`src/rtl/gcm_pkg.sv`:
```
// rtl/gcm_pkg.sv - shared encodings, ctrl bit positions and the AAD tail mask helper
package gcm_pkg;

  localparam int BLK_W = 128;

  localparam int CTRL_INIT    = 0;
  localparam int CTRL_NEXT    = 1;
  localparam int CTRL_ENCDEC  = 2;
  localparam int CTRL_AADONLY = 3;

  typedef logic [3:0] state_t;

  localparam state_t ST_IDLE     = 4'd0;
  localparam state_t ST_LOAD     = 4'd1;
  localparam state_t ST_HKEY_SET = 4'd2;
  localparam state_t ST_HKEY_NXT = 4'd3;
  localparam state_t ST_AAD_RDY  = 4'd4;
  localparam state_t ST_AAD_SET  = 4'd5;
  localparam state_t ST_AAD_NXT  = 4'd6;
  localparam state_t ST_TXT_RDY  = 4'd7;
  localparam state_t ST_TXT_SET  = 4'd8;
  localparam state_t ST_TXT_NXT  = 4'd9;
  localparam state_t ST_LEN_SET  = 4'd10;
  localparam state_t ST_LEN_NXT  = 4'd11;
  localparam state_t ST_WTAG     = 4'd12;
  localparam state_t ST_DONE     = 4'd13;

  // Byte 0 sits in the top byte lane; keep the first rem bytes, all of them when rem is 0.
  function automatic logic [BLK_W-1:0] aad_mask(input logic [3:0] rem);
    logic [BLK_W-1:0] m;
    if (rem == 4'd0) m = {BLK_W{1'b1}};
    else             m = {BLK_W{1'b1}} << (8 * (16 - int'(rem)));
    return m;
  endfunction

endpackage

```
`src/rtl/gcm_next_pulser.sv`:
```
// rtl/gcm_next_pulser.sv - NEXT_HI-high / NEXT_LO-low pulse generator with a done strobe
module gcm_next_pulser
  import gcm_pkg::*;
#(
  parameter int NEXT_HI = 2,
  parameter int NEXT_LO = 2
) (
  input  logic iClk,
  input  logic iRst,
  input  logic start,
  output logic next,
  output logic busy,
  output logic done
);

  localparam int CW = 8;
  localparam logic [1:0] PH_IDLE = 2'd0;
  localparam logic [1:0] PH_HI   = 2'd1;
  localparam logic [1:0] PH_LO   = 2'd2;

  logic [1:0]    ph;
  logic [CW-1:0] cnt;

  always_ff @(posedge iClk or posedge iRst) begin
    if (iRst) begin
      ph  <= PH_IDLE;
      cnt <= '0;
    end else begin
      case (ph)
        PH_IDLE: if (start) begin
          ph  <= PH_HI;
          cnt <= CW'(NEXT_HI - 1);
        end
        PH_HI: if (cnt == '0) begin
          ph  <= PH_LO;
          cnt <= CW'(NEXT_LO - 1);
        end else begin
          cnt <= cnt - CW'(1);
        end
        PH_LO: if (cnt == '0) ph <= PH_IDLE;
               else           cnt <= cnt - CW'(1);
        default: ph <= PH_IDLE;
      endcase
    end
  end

  assign next = (ph == PH_HI);
  assign busy = (ph != PH_IDLE);
  assign done = (ph == PH_LO) && (cnt == '0);

endmodule

```
`src/rtl/gcm_stream_sequencer.sv`:
```
// rtl/gcm_stream_sequencer.sv - turns an AAD/text block stream into the GCM core's pulsed ctrl protocol
module gcm_stream_sequencer
  import gcm_pkg::*;
#(
  parameter int NEXT_HI = 2,
  parameter int NEXT_LO = 2,
  parameter int LEN_W   = 16
) (
  input  logic             iClk,
  input  logic             iRst,
  input  logic             iStart,
  input  logic             iEncdec,
  input  logic [LEN_W-1:0] iAadBytes,
  input  logic [LEN_W-1:0] iTextBytes,
  input  logic [BLK_W-1:0] iData,
  input  logic             iData_valid,
  output logic             oData_ready,
  output logic [3:0]       oCtrl,
  output logic             oKey_valid,
  output logic             oIV_valid,
  output logic [BLK_W-1:0] oAad,
  output logic             oAad_valid,
  output logic [BLK_W-1:0] oBlock,
  output logic             oBlock_valid,
  input  logic             iCoreReady,
  input  logic [BLK_W-1:0] iResult,
  input  logic             iResult_valid,
  input  logic [BLK_W-1:0] iTag,
  input  logic             iTag_valid,
  input  logic             iAuthentic,
  output logic [BLK_W-1:0] oOut,
  output logic             oOut_valid,
  output logic [BLK_W-1:0] oTag,
  output logic             oTag_valid,
  output logic             oAuthentic,
  output logic             oBusy,
  output logic             oError
);

  localparam int AW   = LEN_W - 3;
  localparam int TW   = LEN_W - 4;
  localparam int LPAD = 64 - LEN_W - 3;

  state_t state_q, state_d;

  logic             encdec_q;
  logic [LEN_W-1:0] aad_bytes_q, text_bytes_q;
  logic [AW-1:0]    a_cnt;
  logic [TW-1:0]    t_cnt;
  logic             text_none_q;
  logic [BLK_W-1:0] aad_q, blk_q;
  logic             evt_seen, ready_q, resv_q;

  logic             pul_start, pul_next, pul_busy, pul_done;
  logic             idle_like, bad_len, a_last;
  logic             ready_rise, resv_rise;
  logic             aad_step_done, txt_step_done;
  logic [LEN_W:0]   aad_ext;
  logic [BLK_W-1:0] lenblk;
  state_t           after_hkey, after_aad;

  assign idle_like  = (state_q == ST_IDLE) || (state_q == ST_DONE);
  assign bad_len    = (iTextBytes[3:0] != 4'd0);
  assign aad_ext    = {1'b0, iAadBytes} + (LEN_W + 1)'(15);
  assign a_last     = (a_cnt == AW'(1));
  assign ready_rise = iCoreReady & ~ready_q;
  assign resv_rise  = iResult_valid & ~resv_q;
  assign lenblk     = {{LPAD{1'b0}}, aad_bytes_q, 3'b000, {LPAD{1'b0}}, text_bytes_q, 3'b000};

  assign pul_start = (state_q == ST_HKEY_SET) || (state_q == ST_AAD_SET) ||
                     (state_q == ST_TXT_SET)  || (state_q == ST_LEN_SET);

  // HKEY and TEXT steps finish only once both the pulse and the core's response are over.
  assign aad_step_done = (state_q == ST_AAD_NXT) && pul_done;
  assign txt_step_done = (state_q == ST_TXT_NXT) && !pul_busy && evt_seen;

  assign after_aad  = (t_cnt != '0) ? ST_TXT_RDY : ST_LEN_SET;
  assign after_hkey = (a_cnt != '0) ? ST_AAD_RDY : after_aad;

  gcm_next_pulser #(
    .NEXT_HI (NEXT_HI),
    .NEXT_LO (NEXT_LO)
  ) u_pulser (
    .iClk  (iClk),
    .iRst  (iRst),
    .start (pul_start),
    .next  (pul_next),
    .busy  (pul_busy),
    .done  (pul_done)
  );

  always_ff @(posedge iClk or posedge iRst) begin
    if (iRst) state_q <= ST_IDLE;
    else      state_q <= state_d;
  end

  always_comb begin
    state_d = state_q;
    case (state_q)
      ST_IDLE, ST_DONE: begin
        if (iStart && !bad_len) state_d = ST_LOAD;
        else                    state_d = ST_IDLE;
      end
      ST_LOAD:     state_d = ST_HKEY_SET;
      ST_HKEY_SET: state_d = ST_HKEY_NXT;
      ST_HKEY_NXT: if (!pul_busy && evt_seen) state_d = after_hkey;
      ST_AAD_RDY:  if (iData_valid) state_d = ST_AAD_SET;
      ST_AAD_SET:  state_d = ST_AAD_NXT;
      ST_AAD_NXT:  if (pul_done) state_d = a_last ? after_aad : ST_AAD_RDY;
      ST_TXT_RDY:  if (iData_valid) state_d = ST_TXT_SET;
      ST_TXT_SET:  state_d = ST_TXT_NXT;
      ST_TXT_NXT:  if (txt_step_done) state_d = (t_cnt == TW'(1)) ? ST_LEN_SET : ST_TXT_RDY;
      ST_LEN_SET:  state_d = ST_LEN_NXT;
      ST_LEN_NXT:  if (pul_done) state_d = ST_WTAG;
      ST_WTAG:     if (iTag_valid) state_d = ST_DONE;
      default:     state_d = ST_IDLE;
    endcase
  end

  always_comb begin
    oCtrl        = '0;
    oKey_valid   = 1'b0;
    oIV_valid    = 1'b0;
    oAad         = aad_q;
    oAad_valid   = 1'b0;
    oBlock       = blk_q;
    oBlock_valid = 1'b0;
    oData_ready  = 1'b0;
    oBusy        = !idle_like;
    oCtrl[CTRL_NEXT]   = pul_next;
    oCtrl[CTRL_ENCDEC] = encdec_q;
    case (state_q)
      ST_LOAD: begin
        oKey_valid = 1'b1;
        oIV_valid  = 1'b1;
      end
      ST_HKEY_SET, ST_HKEY_NXT, ST_WTAG: oCtrl[CTRL_INIT] = 1'b1;
      ST_AAD_RDY, ST_TXT_RDY: begin
        oCtrl[CTRL_INIT] = 1'b1;
        oData_ready      = 1'b1;
      end
      ST_AAD_SET, ST_AAD_NXT: begin
        oCtrl[CTRL_INIT] = 1'b1;
        oAad_valid       = 1'b1;
      end
      ST_TXT_SET, ST_TXT_NXT: begin
        oCtrl[CTRL_INIT] = 1'b1;
        oBlock_valid     = 1'b1;
      end
      ST_LEN_SET, ST_LEN_NXT: begin
        oCtrl[CTRL_INIT]    = 1'b1;
        oCtrl[CTRL_AADONLY] = text_none_q;
        oAad                = lenblk;
        oAad_valid          = 1'b1;
      end
      default: ;
    endcase
  end

  always_ff @(posedge iClk or posedge iRst) begin
    if (iRst) begin
      encdec_q     <= 1'b0;
      aad_bytes_q  <= '0;
      text_bytes_q <= '0;
      a_cnt        <= '0;
      t_cnt        <= '0;
      text_none_q  <= 1'b0;
      aad_q        <= '0;
      blk_q        <= '0;
      evt_seen     <= 1'b0;
      ready_q      <= 1'b0;
      resv_q       <= 1'b0;
      oOut         <= '0;
      oOut_valid   <= 1'b0;
      oTag         <= '0;
      oTag_valid   <= 1'b0;
      oAuthentic   <= 1'b0;
      oError       <= 1'b0;
    end else begin
      ready_q    <= iCoreReady;
      resv_q     <= iResult_valid;
      oOut_valid <= 1'b0;

      if (idle_like && iStart) begin
        oError <= bad_len;
        if (!bad_len) begin
          encdec_q     <= iEncdec;
          aad_bytes_q  <= iAadBytes;
          text_bytes_q <= iTextBytes;
          a_cnt        <= aad_ext[LEN_W:4];
          t_cnt        <= iTextBytes[LEN_W-1:4];
          text_none_q  <= (iTextBytes[LEN_W-1:4] == '0);
          oTag_valid   <= 1'b0;
          oAuthentic   <= 1'b0;
        end
      end

      if (state_q == ST_AAD_RDY && iData_valid)
        aad_q <= iData & (a_last ? aad_mask(aad_bytes_q[3:0]) : {BLK_W{1'b1}});
      if (state_q == ST_TXT_RDY && iData_valid)
        blk_q <= iData;

      if (aad_step_done) a_cnt <= a_cnt - AW'(1);
      if (txt_step_done) t_cnt <= t_cnt - TW'(1);

      // The core may answer while next is still high, so the response is latched, not waited on.
      case (state_q)
        ST_HKEY_SET, ST_TXT_SET: evt_seen <= 1'b0;
        ST_HKEY_NXT: if (ready_rise) evt_seen <= 1'b1;
        ST_TXT_NXT:  if (resv_rise)  evt_seen <= 1'b1;
        default: ;
      endcase

      if (state_q == ST_TXT_NXT && resv_rise && !evt_seen) begin
        oOut       <= iResult;
        oOut_valid <= 1'b1;
      end

      if (state_q == ST_WTAG && iTag_valid) begin
        oTag       <= iTag;
        oTag_valid <= 1'b1;
        oAuthentic <= iAuthentic & ~encdec_q;
      end
    end
  end

endmodule

```
`config.mk`:
```
export PLATFORM = sky130hd
export DESIGN_NAME = gcm_stream_sequencer
export DESIGN_NICKNAME = d
export VERILOG_FILES = /design/src/rtl/gcm_pkg.sv /design/src/rtl/gcm_next_pulser.sv /design/src/rtl/gcm_stream_sequencer.sv
export SDC_FILE = /design/constraint.sdc
export NUM_CORES = 1
export LEC_CHECK = 0
export BUFFER_PORTS_ARGS = -buffer_cell sky130_fd_sc_hd__buf_2
export CELL_PAD_IN_SITES_DETAIL_PLACEMENT = 0
export CELL_PAD_IN_SITES_GLOBAL_PLACEMENT = 1
export CORE_AREA = 4 4 368 370
export CTS_CLUSTER_DIAMETER = 60
export CTS_CLUSTER_SIZE = 16
export DETAILED_ROUTE_END_ITERATION = 8
export DIE_AREA = 0 0 372 374
export PLACE_DENSITY = 0.54
export SYNTH_ARGS = -nofsm -noshare
export SYNTH_HDL_FRONTEND = slang
export SYNTH_HIERARCHICAL = 1
export SYNTH_SLANG_ARGS = --single-unit
```
`constraint.sdc`:
```
create_clock -name iClk -period 33.8 [get_ports iClk]
set_clock_uncertainty 0.2 [all_clocks]
set_input_delay 3.38 -clock iClk [delete_from_list [all_inputs] [get_ports iClk]]
set_output_delay 3.38 -clock iClk [all_outputs]
set_load 0.01 [all_outputs]
```
==> key figures, run 1 <==
Status
  – Run status: complete, no violations

GRT
  – Maximum number of pins on one net before global-route repair: 134
  – Global-route wire length before repair: between 100000 and 150000 um
  – Number of global-route vias before repair: 20410
  – Number of antenna violations at the first check in global routing: between 50 and 60
  – Met2 Use GR: 25.16%
  – GR met3 Demand/Resource: 5.663%
  – Global Route met1 Usage: roughly 16%
  – GR Util All Layers: roughly 15%
  – Leftover overflow at the end of global routing: 0
  – Layer with the highest usage after global routing: met2

Timing
  – Final Hold Violating Endpoints: 0
  – Max_slew headroom: about a quarter
  – Final cycle utilization of the critical path: between 10% and 20%
  – Transition time of the tightest slew-check pin: 1.116 ns
  – Final Critical Period: 6.495 ns
  – Count of final setup violators: 0
  – Timing-limited maximum frequency: approximately 150 MHz
  – Summed negative setup slack over all endpoints: 0 ns
  – Max-slew violation count: 0
  – RSZ-0062 raised after global routing: no
  – Fin Hold WS: about 0.27 ns
  – Final worst setup slack: between 20 and 30 ns

Die
  – Area of the core: around 130000 sq um
  – Standard-cell row count: around 130
  – Number of top-level pins: 951
  – Vertical die dimension: 374 um
  – Effective utilization at floorplan: between 10% and 20%
  – Width of the die: 372 um
  – Total Die Area: roughly 140000 sq um

Worst hold path
  – Hold crit path type: flop to flop

Logic synthesis
  – Synthesized instance count: between 2000 and 2500
  – Area contributors post-synth: sky130_fd_sc_hd__dfrtp_1, sky130_fd_sc_hd__mux2_2, sky130_fd_sc_hd__nand2_1
  – Top cell type's share of synthesized area: about 61%
  – Complex-gate fraction of the synthesized area: between 7 and 8%
  – Syn_area_per_cell: about 12 sq um
  – Arithmetic-cell share of the synthesized area counting full adders, half adders and majority gates: less than 1%
  – Top cells by instance count after synthesis: sky130_fd_sc_hd__dfrtp_1, sky130_fd_sc_hd__nand2_1, sky130_fd_sc_hd__mux2_2
  – Most common cell in the netlist: sky130_fd_sc_hd__dfrtp_1
  – Dominant synthesized flop cell: sky130_fd_sc_hd__dfrtp_1
  – Count of distinct cell types in the synthesized netlist: 63
  – Post-synthesis share of cell area spent on and, or, nand and nor gates: 14.68%
  – Number of synthesized register bits: 592
  – Register area share after synthesis: 60.66%
  – Count of flip-flops with a built-in enable after synthesis: 0
  – Async SR Flop Fraction: 100.0%
  – Share of synthesized area spent on multiplexers: between 10% and 20%
  – Main combinational cell family by area after synthesis: simple AND/OR/NAND/NOR gates
  – Yosys warning count: 6
  – Share of the synthesized netlist area taken by xor and xnor gates: 0.5738%
  – Post-Synthesis Cell Area: 24420 sq um
  – Largest area contributor in the synthesized netlist: sky130_fd_sc_hd__dfrtp_1
  – Post-synth net total: around 2500

Power
  – Switch share: 36.14%
  – Reported net switching power: 1.137 mW
  – Internal Dissipation: roughly 2 mW
  – Clock share of power: 27.0%
  – IR drop worst, VDD: about 0.043 mV
  – LEAKAGE: 17.24 nW
  – Pwr Density: just over 90 nW/um^2
  – Total Power: about 3.1 mW
  – Relative contribution of combinational cells to total power: a little over a third
  – Power share of the sequential group: 37.9%

Finish
  – Number of nets in the finished design: between 3000 and 4000
  – Fill count: 14310
  – Ratio of cells with drive above 1 in the final layout: between 40% and 50%
  – Area growth syn-to-layout: 38.80%

Worst setup path
  – Required time of the worst setup path: just over 30 ns
  – Type of the worst setup path: flop to output port
  – Nature of the critical path endpoint: output port
  – Largest driver fanout on the critical path: around 130
  – CP startpoint kind: flop
  – CP arrival: ~2.9 ns

CTS
  – H-tree depth: 3
  – Source-to-sink clock delay at the later pin of the worst-skew pair: around 0.66 ns
  – CTS tree: yes
  – Max Buffers Root-to-Sink: 3
  – Post-CTS Setup Inserts: 0
  – Hold-fix buffers at CTS: 0
  – Clock transition at the registers of the reported paths: 0.05 ns
  – PostCTS Resize Cnt: 0
  – Number of clock buffers inserted by TritonCTS: 74
  – Number of clock sinks: slightly below 600
  – Clk root buf: sky130_fd_sc_hd__clkbuf_16

Placed design
  – Number of input and output port buffers inserted: 950
  – DP HPWL: 81020 um
  – Final Wtd Congestion: just over 0.8
  – Post-Place Setup Slack: about 27 ns

Drt
  – Initial drt markers: 874
  – Number of detailed-route iterations in the first pass: 4
  – Vias: between 15000 and 20000
  – Wirelength, routed: approximately 100000 um
  – Post-route ant nets: 0
  – Post-detailed-route via-to-cell ratio: between 3 and 4
  – Detailed-route DRC error count: 0
  – Drt wl/cell: 21.38 um

Flow run
  – Number of max-cap violations: 0
==> flip-flops by register name (all words and copies together) (netlist names), 2 cells and up <==
| signal | cells |
|---|---|
| u_pulser/cnt | 8 |
| oTag | 128 |
| u_pulser/ph | 2 |
| text_bytes_q | 16 |
| aad_bytes_q | 16 |
| t_cnt | 12 |
| oBlock | 128 |
| state_q | 4 |
| a_cnt | 13 |
| aad_q | 128 |
| oOut | 128 |
==> layout by cell type (no fill, tap or decap), types with 29 or more instances in the layout <==
cell type | netlist | final
sky130_fd_sc_hd__a21oi_1 | 38 | 38
sky130_fd_sc_hd__a22o_1 | 106 | 106
sky130_fd_sc_hd__and2_1 | 103 | 103
sky130_fd_sc_hd__buf_2 | 4 | 950
sky130_fd_sc_hd__clkbuf_16 | 0 | 76
sky130_fd_sc_hd__dfrtp_1 | 592 | 592
sky130_fd_sc_hd__diode_2 | 0 | 32
sky130_fd_sc_hd__inv_1 | 32 | 30
sky130_fd_sc_hd__mux2_2 | 291 | 291
sky130_fd_sc_hd__nand2_1 | 551 | 550
sky130_fd_sc_hd__nor2_1 | 29 | 29
==> power by group through the flow <==
stage	registers, mW	clock network, mW	logic, mW
3_3_place_gp	1.20	0	1.12
5_1_grt	1.23	0.910	1.21
3_5_place_dp	1.21	0	1.12
4_1_cts	1.20	0.885	1.13
6_report	1.19	0.851	1.10
2_1_floorplan	1.24	0	0.538
==> critical path, cell delays in order (launching register included) <==
cell	delay [ns]
sky130_fd_sc_hd__dfrtp_1	0.86
sky130_fd_sc_hd__nand3b_1	0.25
sky130_fd_sc_hd__buf_12	0.32
sky130_fd_sc_hd__mux2_2	0.42
sky130_fd_sc_hd__buf_2	0.15
==> worst paths after layout <==
kind	startpoint	to	slack [ns]	cells after the start
worst max-delay path	state_q[2]$_DFFE_PP0P_	oAad[75]	27.31	4
worst min-delay path	oOut[61]$_DFFE_PP0P_	oOut[61]$_DFFE_PP0P_	0.27	2
worst max register to register	state_q[3]$_DFFE_PP0P_	oOut[108]$_DFFE_PP0P_	29.87	7
worst min register to register	oOut[61]$_DFFE_PP0P_	oOut[61]$_DFFE_PP0P_	0.27	2
max in group asynchronous	iRst	aad_q[48]$_DFFE_PP0P_	28.04	5
min in group asynchronous	iRst	oTag[109]$_DFFE_PP0P_	2.59	2
==> cell type report <==
class	instances	area, sq um	share of cell area, %
clock inverter	47	548.0	1.617
inverter	32	130.1	0.3839
clock buffer	91	2098	6.190
multi-input combinational	1355	9041	26.67
sequential	592	14810	43.70
tap	1768	2212	6.526
timing repair buffer	976	4975	14.68
antenna	32	80.08	0.2362
==> metrics by stage <==
stage | cell area, sq um | utilization (%) | instances
finish | 33900 | 25.56 | 4893
global route | 33870 | 25.54 | 4883
CTS | 33820 | 25.50 | 4861
detailed placement | 31170 | 23.51 | 4723
global placement | 31170 | 23.51 | 4723
floorplan | 24420 | - | 2098
==> layer usage <==
metal / share of wire (%) / vias up
met3: 8.3 / 180
met1: 38 / 9619
met2: 50 / 644
met4: 3.1 / 18
li1: - / 9062
met5: 0.12 / -
==> logic make-up after synthesis <==
family                   Yosys count
AND/OR/NAND/NOR                  797
flip-flops                       592
multiplexers                     295
AO/OA/AOI/OAI                    231
buffers and inverters            151
XOR/XNOR                          16
adder cells (fa/ha/maj)           16
No activity file was read; power rests on OpenSTA's default activity.
==> run 2: changes to the inputs <==
--- a/config.mk
+++ b/config.mk
@@ -8,12 +8,12 @@
 export BUFFER_PORTS_ARGS = -buffer_cell sky130_fd_sc_hd__buf_2
 export CELL_PAD_IN_SITES_DETAIL_PLACEMENT = 0
 export CELL_PAD_IN_SITES_GLOBAL_PLACEMENT = 1
-export CORE_AREA = 4 4 368 370
+export CORE_AREA = 4 4 372 374
 export CTS_CLUSTER_DIAMETER = 60
 export CTS_CLUSTER_SIZE = 16
 export DETAILED_ROUTE_END_ITERATION = 8
-export DIE_AREA = 0 0 372 374
-export PLACE_DENSITY = 0.54
+export DIE_AREA = 0 0 376 378
+export PLACE_DENSITY = 0.53
 export SYNTH_ARGS = -nofsm -noshare
 export SYNTH_HDL_FRONTEND = slang
 export SYNTH_HIERARCHICAL = 1
==> constraint.sdc (replaced) <==
create_clock -name iClk -period 6.75 [get_ports iClk]
set_clock_uncertainty 0.2 [all_clocks]
set_input_delay 0.675 -clock iClk [delete_from_list [all_inputs] [get_ports iClk]]
set_output_delay 0.675 -clock iClk [all_outputs]
set_load 0.01 [all_outputs]
==> key figures, run 2 (synthesized netlist as in run 1, its figures left out) <==
Drt
  – Number of detailed-route iterations in the first pass: 7 (was 4)
  – Vias: 21000 (was 19520)
  – Post-route ant nets: 0 (unchanged)
  – Drt wl/cell: 21.04 um (was 21.38 um)
  – Post-detailed-route via-to-cell ratio: 4.008 (was 3.990)
  – Detailed-route DRC error count: 0 (unchanged)
  – Initial drt markers: 1111 (was 874)
  – Wirelength, routed: 110200 um (was 104600 um)

Die
  – Standard-cell row count: 135 (was 134)
  – Width of the die: 376 um (was 372 um)
  – Number of top-level pins: 951 (unchanged)
  – Vertical die dimension: 378 um (was 374 um)
  – Area of the core: 135000 sq um (was 132600 sq um)
  – Effective utilization at floorplan: 18.10% (was 18.42%)
  – Total Die Area: 142100 sq um (was 139100 sq um)

Power
  – Clock share of power: 28.7% (was 27.0%)
  – Power share of the sequential group: 36.6% (was 37.9%)
  – Relative contribution of combinational cells to total power: 34.7% (was 35.0%)
  – Switch share: 36.64% (was 36.14%)
  – Internal Dissipation: 10.43 mW (was 2.009 mW)
  – Pwr Density: 438.4 nW/um^2 (was 92.80 nW/um^2)
  – IR drop worst, VDD: 0.2328 mV (was 0.04309 mV)
  – LEAKAGE: 18.76 nW (was 17.24 nW)
  – Reported net switching power: 6.031 mW (was 1.137 mW)

Finish
  – Combined area of the multi-input logic cells: 9041 sq um (unchanged)
  – Fill count: 14320 (was 14310)
  – Area growth syn-to-layout: 53.76% (was 38.80%)
  – Area taken by flip-flops and latches: 14810 sq um (unchanged)
  – Number of nets in the finished design: 3805 (was 3472)
  – Utilization after layout: 27.82% (was 25.56%)
  – Most frequent cells in the layout: sky130_fd_sc_hd__buf_2, sky130_fd_sc_hd__dfrtp_1, sky130_fd_sc_hd__nand2_1 (unchanged)
  – Total non-filler cell area in the finished layout: 37550 sq um (was 33900 sq um)
  – Ratio of cells with drive above 1 in the final layout: 41.82% (was 46.23%)
  – Commonest non-fill, non-tap cell in the layout: sky130_fd_sc_hd__buf_2 (unchanged)

Flow run
  – Number of max-cap violations: 0 (unchanged)

GRT
  – Global-route wire length before repair: 156500 um (was 148500 um)
  – Maximum number of pins on one net before global-route repair: 134 (unchanged)
  – Number of antenna violations at the first check in global routing: 40 (was 51)
  – Leftover overflow at the end of global routing: 0 (unchanged)
  – GR Util All Layers: 14.95% (was 14.64%)
  – Number of global-route vias before repair: 22310 (was 20410)

Timing
  – Timing-limited maximum frequency: around 230 MHz
  – Max-slew violation count: 0 (unchanged)
  – Count of final setup violators: 0 (unchanged)
  – RSZ-0062 raised after global routing: no (unchanged)
  – Final Hold Violating Endpoints: 0 (unchanged)
  – Max_slew headroom: 20.19% (was 25.62%)
  – Transition time of the tightest slew-check pin: 1.197 ns (was 1.116 ns)
  – Final cycle utilization of the critical path: between 60% and 70%
  – Final Critical Period: 4.297 ns
  – Fin Hold WS: 0.06633 ns (was 0.2658 ns)

CTS
  – Source-to-sink clock delay at the later pin of the worst-skew pair: 0.67 ns (was 0.66 ns)
  – H-tree depth: 3 (unchanged)
  – CTS tree: yes (unchanged)
  – PostCTS Resize Cnt: 0 (unchanged)
  – Number of clock sinks: 592 (unchanged)
  – Clock transition at the registers of the reported paths: 0.06 ns (was 0.05 ns)
  – Clk root buf: sky130_fd_sc_hd__clkbuf_16 (unchanged)
  – Number of clock buffers inserted by TritonCTS: 80 (was 74)
  – Max Buffers Root-to-Sink: 3 (unchanged)

Worst setup path
  – Required time of the worst setup path: 5.88 ns (was 30.22 ns)
  – CP startpoint kind: flop (unchanged)
  – Type of the worst setup path: flop to output port (unchanged)
  – CP arrival: 3.42 ns (was 2.91 ns)
  – Flop2flop setup slack: 3.19 ns (was 29.87 ns)
  – Nature of the critical path endpoint: output port (unchanged)
  – Largest driver fanout on the critical path: 133 (unchanged)

Placed design
  – Final Wtd Congestion: 0.8066 (was 0.8079)
  – Number of input and output port buffers inserted: 950 (unchanged)
  – DP HPWL: 83910 um (was 81020 um)
  – Placed inst area: 31210 sq um (was 31170 sq um)

Status
  – Run status: complete, no violations (unchanged)

Worst hold path
  – Hold crit path type: primary input to flop (was flop to flop)
==> run 2: cell types whose count changed in the layout (fill, tap and decap cells not counted), sizes merged <==
cell and change:
dlygate4sd3 +328, clkinv +5, bufinv +4, diode -4, inv +3, buf -1
clkbuf -1
==> run 2: final timing paths <==
check,startpoint,end,cells after the start
min in group asynchronous,iRst,oOut[75]$_DFFE_PP0P_,3
setup / recovery,state_q[2]$_DFFE_PP0P_,oAad[68],4
max in group asynchronous,iRst,aad_q[38]$_DFFE_PP0P_,5
hold reg to reg,oOut[94]$_DFFE_PP0P_,oOut[94]$_DFFE_PP0P_,2
setup reg to reg,state_q[2]$_DFFE_PP0P_,aad_q[7]$_DFFE_PP0P_,5
hold / removal,iTag[86],oTag[86]$_DFFE_PP0P_,2
==> run 2: final cells by class <==
type / count / share of cell area, %
Timing Repair Buffer: 1303 / 22.07
Clock buffer: 90 / 5.598
Tap cell: 1781 / 5.934
Clock inverter: 59 / 2.346
Sequential cell: 592 / 39.45
Antenna cell: 28 / 0.1866
Inverter: 32 / 0.3365
Multi-Input combinational cell: 1355 / 24.08
==> run 2: per-stage QoR <==
stage	total power [mW]	setup TNS (ns)	instances	setup WS, ns
global placement	11.71	0	4735	3.093
finish	16.46	0	5240	2.453
floorplan	8.898	-1196.86	2098	-2.056
CTS	16.78	0	5212	2.403
detailed placement	11.74	0	4735	3.081
global route	17.46	0	5222	2.262
==> run 2: metal layers <==
layer	track usage, %	up-vias	routed length, um
met3	4.580	190	7688
met4	5.543	20	4274
li1	-	9722	-
met5	0	-	131
met1	17.75	10350	44190
met2	25.46	716	53950
==> run 2: what timing repair did <==
item	in CTS	in global routing
hold endpoints to repair	423	0
hold buffers	328	0
setup buffers	0	0
==> run 2: worst max-delay path, stage by stage (launching register included) <==
cell and delay [ns]:
sky130_fd_sc_hd__dfrtp_1 0.66, sky130_fd_sc_hd__nand3b_1 0.34, sky130_fd_sc_hd__buf_12 0.23, sky130_fd_sc_hd__o21ai_0 1.02, sky130_fd_sc_hd__buf_2 0.28
==> run 2: power by group through the flow <==
| stage | combinational (mW) | sequential [mW] | clock (mW) |
|---|---|---|---|
| 6_report | 5.71 | 6.03 | 4.72 |
| 3_3_place_gp | 5.65 | 6.06 | 0 |
| 5_1_grt | 6.22 | 6.21 | 5.03 |
| 4_1_cts | 5.84 | 6.04 | 4.90 |
| 2_1_floorplan | 2.69 | 6.20 | 0 |
| 3_5_place_dp | 5.66 | 6.08 | 0 |
==> run 3: changes to the inputs <==
--- a/config.mk
+++ b/config.mk
@@ -5,15 +5,16 @@
 export SDC_FILE = /design/constraint.sdc
 export NUM_CORES = 1
 export LEC_CHECK = 0
+export ABC_AREA = 1
 export BUFFER_PORTS_ARGS = -buffer_cell sky130_fd_sc_hd__buf_2
 export CELL_PAD_IN_SITES_DETAIL_PLACEMENT = 0
 export CELL_PAD_IN_SITES_GLOBAL_PLACEMENT = 1
-export CORE_AREA = 4 4 372 374
+export CORE_AREA = 4 4 365 367
 export CTS_CLUSTER_DIAMETER = 60
 export CTS_CLUSTER_SIZE = 16
 export DETAILED_ROUTE_END_ITERATION = 8
-export DIE_AREA = 0 0 376 378
-export PLACE_DENSITY = 0.53
+export DIE_AREA = 0 0 369 371
+export PLACE_DENSITY = 0.59
 export SYNTH_ARGS = -nofsm -noshare
 export SYNTH_HDL_FRONTEND = slang
 export SYNTH_HIERARCHICAL = 1
==> constraint.sdc (replaced) <==
create_clock -name iClk -period 3.7 [get_ports iClk]
set_clock_uncertainty 0.2 [all_clocks]
set_input_delay 0.37 -clock iClk [delete_from_list [all_inputs] [get_ports iClk]]
set_output_delay 0.37 -clock iClk [all_outputs]
set_load 0.01 [all_outputs]
==> key figures, run 3 <==
Status
  – Run status: complete, no violations (unchanged)

Logic synthesis
  – Most common cell in the netlist: sky130_fd_sc_hd__nand2_1 (was sky130_fd_sc_hd__dfrtp_1)
  – Count of flip-flops with a built-in enable after synthesis: 0 (unchanged)
  – Largest area contributor in the synthesized netlist: sky130_fd_sc_hd__dfrtp_1 (unchanged)
  – Register area share after synthesis: 57.55% (was 60.66%)
  – Top cells by instance count after synthesis: sky130_fd_sc_hd__nand2_1, sky130_fd_sc_hd__dfrtp_1, sky130_fd_sc_hd__inv_1 (was sky130_fd_sc_hd__dfrtp_1, sky130_fd_sc_hd__nand2_1, sky130_fd_sc_hd__mux2_2)
  – Top cell type's share of synthesized area: 57.55% (was 60.66%)
  – Area contributors post-synth: sky130_fd_sc_hd__dfrtp_1, sky130_fd_sc_hd__nand2_1, sky130_fd_sc_hd__inv_1 (was sky130_fd_sc_hd__dfrtp_1, sky130_fd_sc_hd__mux2_2, sky130_fd_sc_hd__nand2_1)
  – Async SR Flop Fraction: 100.0% (unchanged)
  – Number of synthesized register bits: 592 (unchanged)
  – Syn_area_per_cell: 8.626 sq um (was 11.64 sq um)
  – Synthesized instance count: 2984 (was 2098)
  – Post-synth net total: 3425 (was 2539)
  – Dominant synthesized flop cell: sky130_fd_sc_hd__dfrtp_1 (unchanged)
  – Post-Synthesis Cell Area: 25740 sq um (was 24420 sq um)
  – Count of distinct cell types in the synthesized netlist: 38 (was 63)
  – Yosys warning count: 6 (unchanged)

CTS
  – CTS tree: yes (unchanged)
  – PostCTS Resize Cnt: 0 (unchanged)
  – Clk root buf: sky130_fd_sc_hd__clkbuf_16 (unchanged)
  – Hold-fix buffers at CTS: 422 (was 328)
  – Post-CTS Setup Inserts: 0 (unchanged)
  – H-tree depth: 3 (unchanged)
  – Clock transition at the registers of the reported paths: 0.07 ns (was 0.06 ns)
  – Number of clock buffers inserted by TritonCTS: 74 (was 80)
  – Number of clock sinks: 592 (unchanged)
  – Max Buffers Root-to-Sink: 3 (unchanged)
  – Source-to-sink clock delay at the later pin of the worst-skew pair: 0.65 ns (was 0.67 ns)

Finish
  – Fill count: 14060 (was 14320)
  – Number of nets in the finished design: 4777 (was 3805)
  – Combined area of the multi-input logic cells: 9256 sq um (was 9041 sq um)
  – Commonest non-fill, non-tap cell in the layout: sky130_fd_sc_hd__nand2_1 (was sky130_fd_sc_hd__buf_2)
  – Area growth syn-to-layout: 52.63% (was 53.76%)
  – Most frequent cells in the layout: sky130_fd_sc_hd__nand2_1, sky130_fd_sc_hd__buf_2, sky130_fd_sc_hd__dfrtp_1 (was sky130_fd_sc_hd__buf_2, sky130_fd_sc_hd__dfrtp_1, sky130_fd_sc_hd__nand2_1)
  – Ratio of cells with drive above 1 in the final layout: 28.47% (was 41.82%)
  – Area taken by flip-flops and latches: 14810 sq um (unchanged)
  – Antenna Diode Count: 0 (was 28)

Worst setup path
  – Type of the worst setup path: flop to output port (unchanged)
  – Required time of the worst setup path: 3.13 ns (was 5.88 ns)
  – Largest stage delay on the critical path: 0.41 ns (was 1.02 ns)
  – Most Frequent Cell on Critical Path: sky130_fd_sc_hd__inv_1
  – Critical path, cell by cell: inv_1, nand2_1, inv_1, nand2_4, buf_12, mux2_2, buf_2 (was nand3b_1, buf_12, o21ai_0, buf_2)
  – Slowest stage cell, crit path: sky130_fd_sc_hd__dfrtp_1 (was sky130_fd_sc_hd__o21ai_0)
  – CP startpoint kind: flop (unchanged)
  – CP arrival: 2.69 ns (was 3.42 ns)
  – Largest driver fanout on the critical path: 45 (was 133)
  – Nature of the critical path endpoint: output port (unchanged)

Timing
  – Max_slew headroom: 49.67% (was 20.19%)
  – Count of final setup violators: 0 (unchanged)
  – Final worst setup slack: 0.4409 ns (was 2.453 ns)
  – Fin Hold WS: 0.1207 ns (was 0.06633 ns)
  – Final cycle utilization of the critical path: around nine tenths
  – Final Hold Violating Endpoints: 0 (unchanged)
  – Final Critical Period: approximately 3.3 ns
  – RSZ-0062 raised after global routing: no (unchanged)
  – Max-slew violation count: 0 (unchanged)
  – Transition time of the tightest slew-check pin: 0.7533 ns (was 1.197 ns)
  – Timing-limited maximum frequency: 306.8 MHz

Power
  – Power share of the sequential group: 37.5% (was 36.6%)
  – Internal Dissipation: 18.00 mW (was 10.43 mW)
  – LEAKAGE: 22.02 nW (was 18.76 nW)
  – Relative contribution of combinational cells to total power: 36.5% (was 34.7%)
  – Pwr Density: 751.5 nW/um^2 (was 438.4 nW/um^2)
  – IR drop worst, VDD: 0.4168 mV (was 0.2328 mV)
  – Clock share of power: 26.1% (was 28.7%)
  – Reported net switching power: 11.52 mW (was 6.031 mW)
  – Switch share: 39.02% (was 36.64%)

Die
  – Number of top-level pins: 951 (unchanged)
  – Total Die Area: 136900 sq um (was 142100 sq um)
  – Area of the core: 129500 sq um (was 135000 sq um)
  – Width of the die: 369 um (was 376 um)
  – Effective utilization at floorplan: 19.88% (was 18.10%)
  – Standard-cell row count: 132 (was 135)
  – Vertical die dimension: 371 um (was 378 um)

Drt
  – Post-detailed-route via-to-cell ratio: 4.023 (was 4.008)
  – Initial drt markers: 1372 (was 1111)
  – Post-route ant nets: 0 (unchanged)
  – Detailed-route DRC error count: 0 (unchanged)
  – Wirelength, routed: 112800 um (was 110200 um)
  – Drt wl/cell: 18.38 um (was 21.04 um)
  – Vias: 24690 (was 21000)
  – Number of detailed-route iterations in the first pass: 5 (was 7)

GRT
  – Number of antenna violations at the first check in global routing: 1 (was 40)
  – Global-route wire length before repair: 165200 um (was 156500 um)
  – Leftover overflow at the end of global routing: 0 (unchanged)
  – GR Util All Layers: 15.90% (was 14.95%)
  – Number of global-route vias before repair: 25380 (was 22310)
  – Maximum number of pins on one net before global-route repair: 129 (was 134)

Placed design
  – Post-Place Setup Slack: 0.9267 ns (was 3.081 ns)
  – Number of input and output port buffers inserted: 950 (unchanged)
  – DP HPWL: 84980 um (was 83910 um)
  – Final Wtd Congestion: 0.8462 (was 0.8066)

Flow run
  – Number of max-cap violations: 0 (unchanged)

Worst hold path
  – Hold crit path type: primary input to asynchronous set/reset pin (was primary input to flop)
==> run 3: changes by cell type after synthesis, sizes merged, moves of 106 or more <==
| cell | change |
|---|---|
| a22o | -106 |
| inv | +223 |
| mux2 | -192 |
| nand2 | +841 |
| nand3 | +132 |
| o21ai | +126 |
==> run 3: worst paths after layout <==
kind / from / to / slack [ns] / cells past startpoint
min reg2reg: oTag[29]$_DFFE_PP0P_ / oTag[29]$_DFFE_PP0P_ / 0.26 / 2
max: state_q[2]$_DFFE_PP0P_ / oAad[12] / 0.44 / 7
min in group iClk: iData_valid / state_q[3]$_DFFE_PP0P_ / 0.14 / 7
max reg2reg: state_q[1]$_DFFE_PP0P_ / aad_q[100]$_DFFE_PP0P_ / 0.97 / 8
min: iRst / u_pulser/cnt[5]$_DFFE_PP0P_ / 0.12 / 3
max in group asynchronous: iRst / oOut[3]$_DFFE_PP0P_ / 1.93 / 5
==> run 3: power by group through the flow <==
stage	sequential [mW]	clock (mW)	combinational, mW
3_3_place_gp	11.1	0	10.6
2_1_floorplan	11.7	0	4.70
6_report	11.1	7.69	10.8
5_1_grt	11.4	8.24	12.0
3_5_place_dp	11.1	0	10.6
4_1_cts	11.1	8.01	11.1
==> run 3: critical path, delay by kind of cell (launching register included) <==
family                 cells  cell delay, ns
DFF                        1            0.41
and+or+nand+nor            2            0.55
buffers and inverters      4            0.65
muxes                      1            0.37
==> run 3: final cells by class <==
cell class / count / share of cell area [%]
Sequential cell: 592 / 37.71
Timing Repair Buffer: 1411 / 24.17
Multi-Input combinational cell: 2002 / 23.56
Tap cell: 1742 / 5.548
Clock buffer: 87 / 5.096
Inverter: 255 / 2.475
Clock inverter: 47 / 1.443
==> run 3: cells by family (layout without fill, tap and decap cells) <==
logic type	count (synthesis)	after routing	synth area share (%)
AO/OA/AOI/OAI	178	178	3.680
multiplexers	100	100	4.375
flip-flops	592	592	57.55
adder cells (fa/ha/maj)	16	16	0.7777
buffers and inverters	390	1800	6.674
XOR/XNOR	7	7	0.3111
AND/OR/NAND/NOR	1701	1701	26.63
==> run 3: routing by layer <==
| layer | wire, um | GRT usage [%] |
|---|---|---|
| met4 | 3453 | 5.502 |
| met5 | 13 | 0 |
| met2 | 56640 | 28.03 |
| met3 | 6942 | 3.735 |
| met1 | 45740 | 18.92 |
==> run 3: through the flow <==
stage          power [mW]  TNS (ns)  cells  util (%)  cell area [sq um]
6_report            29.53         0   6136     30.34              39290
5_1_grt             31.66         0   6136     30.34              39290
4_1_cts             30.13         0   6136     30.34              39290
3_5_place_dp        21.77         0   5580     25.10              32490
3_3_place_gp        21.70         0   5580     25.10              32490
2_1_floorplan       16.40  -2794.45   2984         -              25740
